File: src/rtl/ts_pack_8ton.sv
// Packs a 9-bit TS byte stream (bit 8 = start of packet) MSB-first into OUT_BYTES-wide words with start flag and byte count.
// Latency: one registered cycle from the accepting edge; `TS_PACK_FLUSH_EN` adds an idle-timeout flush of partial words.
// Backpressure: none, every byte with ts_din_en high is accepted and at most one word leaves per cycle.
module ts_pack_8ton #(
  parameter int OUT_BYTES = 4,
  parameter int FLUSH_GAP = 2
) (
  input  logic                       clk_main,
  input  logic                       rst_n,
  input  logic [8:0]                 ts_din,
  input  logic                       ts_din_en,
  output logic [8*OUT_BYTES:0]       ts_dout,
  output logic                       ts_dout_en,
  output logic [$clog2(OUT_BYTES):0] ts_dout_cnt
);

  localparam int DW = 8 * OUT_BYTES;
  localparam int CW = $clog2(OUT_BYTES) + 1;

  generate
    if (OUT_BYTES < 2 || OUT_BYTES > 16 || FLUSH_GAP < 1 || FLUSH_GAP > 255) begin : g_param_check
      $error("ts_pack_8ton: OUT_BYTES or FLUSH_GAP out of range");
    end
  endgenerate

  logic [DW-1:0] data;
  logic [CW-1:0] fill;
  logic          sop_pend;

  logic [DW-1:0] lane_byte;
  logic [DW-1:0] data_nxt;
  logic [CW-1:0] fill_nxt;
  logic          sop_nxt;
  logic          emit;
  logic [DW-1:0] emit_word;
  logic [CW-1:0] emit_cnt;

`ifdef TS_PACK_FLUSH_EN
  logic [7:0] idle_cnt;
`endif

  // Incoming byte placed in lane `fill`; lane 0 is the most significant byte.
  always_comb begin
    lane_byte = '0;
    for (int i = 0; i < OUT_BYTES; i++) begin
      if (fill == CW'(i)) lane_byte[8*(OUT_BYTES-i)-1 -: 8] = ts_din[7:0];
    end
  end

  always_comb begin
    emit      = 1'b0;
    emit_word = data;
    emit_cnt  = fill;
    data_nxt  = data;
    fill_nxt  = fill;
    sop_nxt   = sop_pend;
    if (ts_din_en) begin
      if (ts_din[8]) begin
        // A start byte always opens a fresh word, so flushing the old one cannot collide.
        emit     = (fill != '0);
        data_nxt = {ts_din[7:0], {(DW-8){1'b0}}};
        fill_nxt = CW'(1);
        sop_nxt  = 1'b1;
      end else if (fill == CW'(OUT_BYTES - 1)) begin
        emit      = 1'b1;
        emit_word = data | lane_byte;
        emit_cnt  = CW'(OUT_BYTES);
        data_nxt  = '0;
        fill_nxt  = '0;
        sop_nxt   = 1'b0;
      end else begin
        data_nxt = data | lane_byte;
        fill_nxt = fill + CW'(1);
      end
    end
`ifdef TS_PACK_FLUSH_EN
    else if (fill != '0 && idle_cnt == 8'(FLUSH_GAP - 1)) begin
      emit     = 1'b1;
      data_nxt = '0;
      fill_nxt = '0;
      sop_nxt  = 1'b0;
    end
`endif
  end

  always_ff @(posedge clk_main or negedge rst_n) begin
    if (!rst_n) begin
      data        <= '0;
      fill        <= '0;
      sop_pend    <= 1'b0;
      ts_dout     <= '0;
      ts_dout_en  <= 1'b0;
      ts_dout_cnt <= '0;
`ifdef TS_PACK_FLUSH_EN
      idle_cnt    <= '0;
`endif
    end else begin
      data       <= data_nxt;
      fill       <= fill_nxt;
      sop_pend   <= sop_nxt;
      ts_dout_en <= emit;
      if (emit) begin
        ts_dout     <= {sop_pend, emit_word};
        ts_dout_cnt <= emit_cnt;
      end
`ifdef TS_PACK_FLUSH_EN
      if (ts_din_en) begin
        idle_cnt <= '0;
      end else if (fill != '0 && idle_cnt != 8'(FLUSH_GAP)) begin
        idle_cnt <= idle_cnt + 8'd1;
      end
`endif
    end
  end

endmodule

File: config.mk
export PLATFORM = sky130hd
export DESIGN_NAME = ts_pack_8ton
export DESIGN_NICKNAME = d
export VERILOG_FILES = /design/src/rtl/ts_pack_8ton.sv
export SDC_FILE = /design/constraint.sdc
export NUM_CORES = 1
export LEC_CHECK = 0
export ABC_AREA = 1
export CORE_MARGIN = 2
export CORE_UTILIZATION = 54
export CTS_BUF_LIST = sky130_fd_sc_hd__clkbuf_8 sky130_fd_sc_hd__clkbuf_16
export CTS_CLUSTER_SIZE = 28
export DETAILED_ROUTE_END_ITERATION = 16
export PLACE_DENSITY_LB_ADDON = 0.05
export SLEW_MARGIN = 25
export SYNTH_ARGS = -nofsm -noshare
export SYNTH_HDL_FRONTEND = slang
export SYNTH_SLANG_ARGS = --single-unit
File: constraint.sdc
create_clock -name clk_main -period 1.9 [get_ports clk_main]
set_input_delay 0.19 -clock clk_main [delete_from_list [all_inputs] [get_ports clk_main]]
set_output_delay 0.19 -clock clk_main [all_outputs]
set_load 0.01 [all_outputs]
==> impl_metrics.tcl <==
set metrics [dict create \
    synth-seq-cells 73 \
    syn_nets 428 \
    ys_warn_count 0 \
    synth_cell_types 24 \
    cp_num_cells 8 \
    r2r_cells 8 \
    dieArea_mm2 0.00682 \
    port_buffers 48 \
    drt_wl_total_um 7280 \
    syn_area_per_cell_um2 8.10 \
    gp_congestion 0.905 \
    finalHoldViolCount 0 \
    critPathTopFamily "simple AND/OR/NAND/NOR gates" \
    path_cells "inv_1, ha_1, inv_1, nor2_4, nor2_4, nor2_8, nand2_1, nand2_1" \
    comb_power_share_pct 24.8 \
    diodes 0 \
    drtPass1Iterations 4 \
    final_cells 551 \
    cts_buffer_depth 2 \
    postRouteAntennaNets 0 \
    crit_path_end_kind "flip-flop" \
    power.density_mw_per_mm2 1070 \
    max-vdd-ir-drop_uv 873 \
    fp.dieW_um 82.6 \
    final_util_pct 70.6 \
    fill_cells 497 \
    yosysSeqAreaShare_pct 54.8 \
    clkPwrFrac_pct 32.5 \
    wl_per_cell_um 13.2 \
    dpl.hpwl_um 5210 \
    drive_gt1_share_pct 9.24 \
    fp-row-count 28 \
    clkTransAtPathRegs_ns 0.08 \
    final_cell_area_mm2 0.00420 \
    intPower_mw 3.19 \
    vias_per_cell 4.98 \
    grt_max_degree 38 \
    vias 2744 \
    status "completed" \
    dp_cells 534 \
    start_util_pct 56.0 \
    cts.root.buffer_cell "clkbuf_8" \
    cts_setup_buffers 0 \
    cts_buffers 9 \
    final-seq-area_mm2 0.00183 \
    p_sw_mw 1.30 \
    crit_type "flip-flop to flip-flop" \
    cts_tree "yes" \
    maxSlewViolCount 0 \
    io_pins 49 \
    fin_tns_setup_ns 0 \
    max-cap-violations 0 \
    place_area_mm2 0.00395 \
    die_h_um 82.6 \
    grt_pass1_vias 2758 \
    required_ns 2.18 \
    core_area_mm2 0.00596 \
    antenna_found_initial 0 \
    critPathBufInv 2 \
    grt_pass1_wl_um 12700 \
    start_kind "flip-flop" \
    grt-ovfl-total 0 \
    worstPathMaxFanout 37 \
    cp_data_arrival_time_ns 1.99 \
    grt_usage_pct 25.0 \
    seq_power_share_pct 42.7 \
    rsz0062_at_grt "false" \
    finClkSkew_ns 0.00440 \
    max_freq_mhz 585 \
    syn-cell-area_mm2 0.00334 \
    syn2layout_area_growth_pct 26.0 \
    clock-sinks 73 \
    drc 0 \
    drtIter0Drc 165 \
    clock_latency_ns 0.35 \
    hold_class "input port to asynchronous set/reset pin" \
    setup_viol 0 \
    fin_total_pwr_mw 4.49 \
    layout_min_cycle_time_ns 1.71 \
    tightest_slew_ns 0.493 \
    leakagePower_nw 2.18 \
    slowest_stage "dfrtp_1" \
    period_share_pct 89.9 \
    multi_input_area_mm2 0.00123 \
    nets 487 \
    max_slew_margin_pct 67.1 \
    cts.htree.levels 3 \
    p_sw_share_pct 28.9 \
    syn_inst 412 \
    slowest_delay_ns 0.43 \
]
[layout by cell type (no fill, tap or decap), types with 2 or more instances in the layout]
cell	netlist	layout
a21oi_1	24	24
buf_12	0	3
buf_4	3	10
bufinv_16	0	3
clkbuf_8	0	9
clkdlybuf4s50_1	0	47
clkinv_2	0	2
dfrtp_1	73	73
ha_1	4	4
inv_1	46	46
inv_2	2	2
nand2_1	181	181
nand3_1	8	8
nor2_1	25	24
nor2_2	1	2
nor2_4	3	3
nor2_8	2	2
o21ai_0	23	23
[metal layers]
layer	up-vias	global-route usage, %	wire (µm)
met3	17	4.57	359
met2	86	38.1	3330
met1	1277	34.1	3370
met4	0	13.0	216
li1	1364	-	-
met5	-	0	0
[cell type report]
class,count,share of cell area [%]
clock buffers,9,2.95
multi-input cells,276,29.4
clock inverters,7,2.80
repair buffers,62,14.8
inverters,49,4.44
flip-flops and latches,73,43.5
well taps,75,2.23
[through the flow]
step	hold slack, ns	worst slack [ns]
after floorplan	-0.106	0.449
after global placement	0.172	0.136
after detailed placement	0.178	0.109
after CTS	0.335	0.150
after global routing	0.396	0.00392
final	0.330	0.192
[worst paths after layout]
path | end | startpoint | slack [ns]
worst max register to register | ts_dout[28] | fill[0] | 0.19
worst max-delay path | ts_dout[28] | fill[0] | 0.19
min in group clk_main | data[31] | ts_din[7] | 0.47
worst min register to register | ts_dout_cnt[0] | ts_dout_cnt[0] | 0.48
worst min-delay path | ts_dout_cnt[2] | rst_n | 0.33
max in group asynchronous | ts_dout[27] | rst_n | 0.90
[flip-flops by register name (all words and copies together) (netlist names)]
signal       flops
fill             3
ts_dout_en       1
ts_dout         33
data            32
sop_pend         1
ts_dout_cnt      3
[power groups by stage]
stage	logic, mW	clock network (mW)	registers [mW]
2_1_floorplan	0.498	0	2.02
3_5_place_dp	1.11	0	1.95
6_report	1.11	1.46	1.92
3_3_place_gp	1.10	0	1.94
5_1_grt	1.25	1.55	1.95
4_1_cts	1.13	1.49	1.92
[cell usage after synthesis]
cell,n,area (µm²)
nor2_1,25,93.8
clkbuf_1,3,11.3
nand2_1,181,679
nor3_2,1,10.0
nand3_4,1,17.5
a21oi_1,24,120
inv_4,1,6.26
ha_1,4,50.1
nor2_4,3,33.8
inv_1,46,173
a22oi_1,1,7.51
buf_2,3,15.0
nand2_4,1,11.3
o21ai_0,23,115
buf_4,3,22.5
nand3_1,8,40.0
nor2_8,2,40.0
buf_1,1,3.75
nand2_2,1,6.26
clkbuf_2,1,5.00
buf_6,3,33.8
inv_2,2,7.51
dfrtp_1,73,1830
nor2_2,1,6.26
[timing repair]
item	in CTS	in global routing
gates resized for setup	0	1
setup endpoints to repair	0	3
hold buffers	1	0
hold endpoints to repair	20	0
[kinds of logic (layout without fill, tap and decap cells)]
logic type	count (synthesis)	after routing	synth area share [%]
fa+ha+maj	4	4	1.50
simple gates	224	224	28.1
buf+inv	63	127	8.33
flops	73	73	54.8
compound gates	48	48	7.28
No activity file was read; power rests on OpenSTA's default activity.
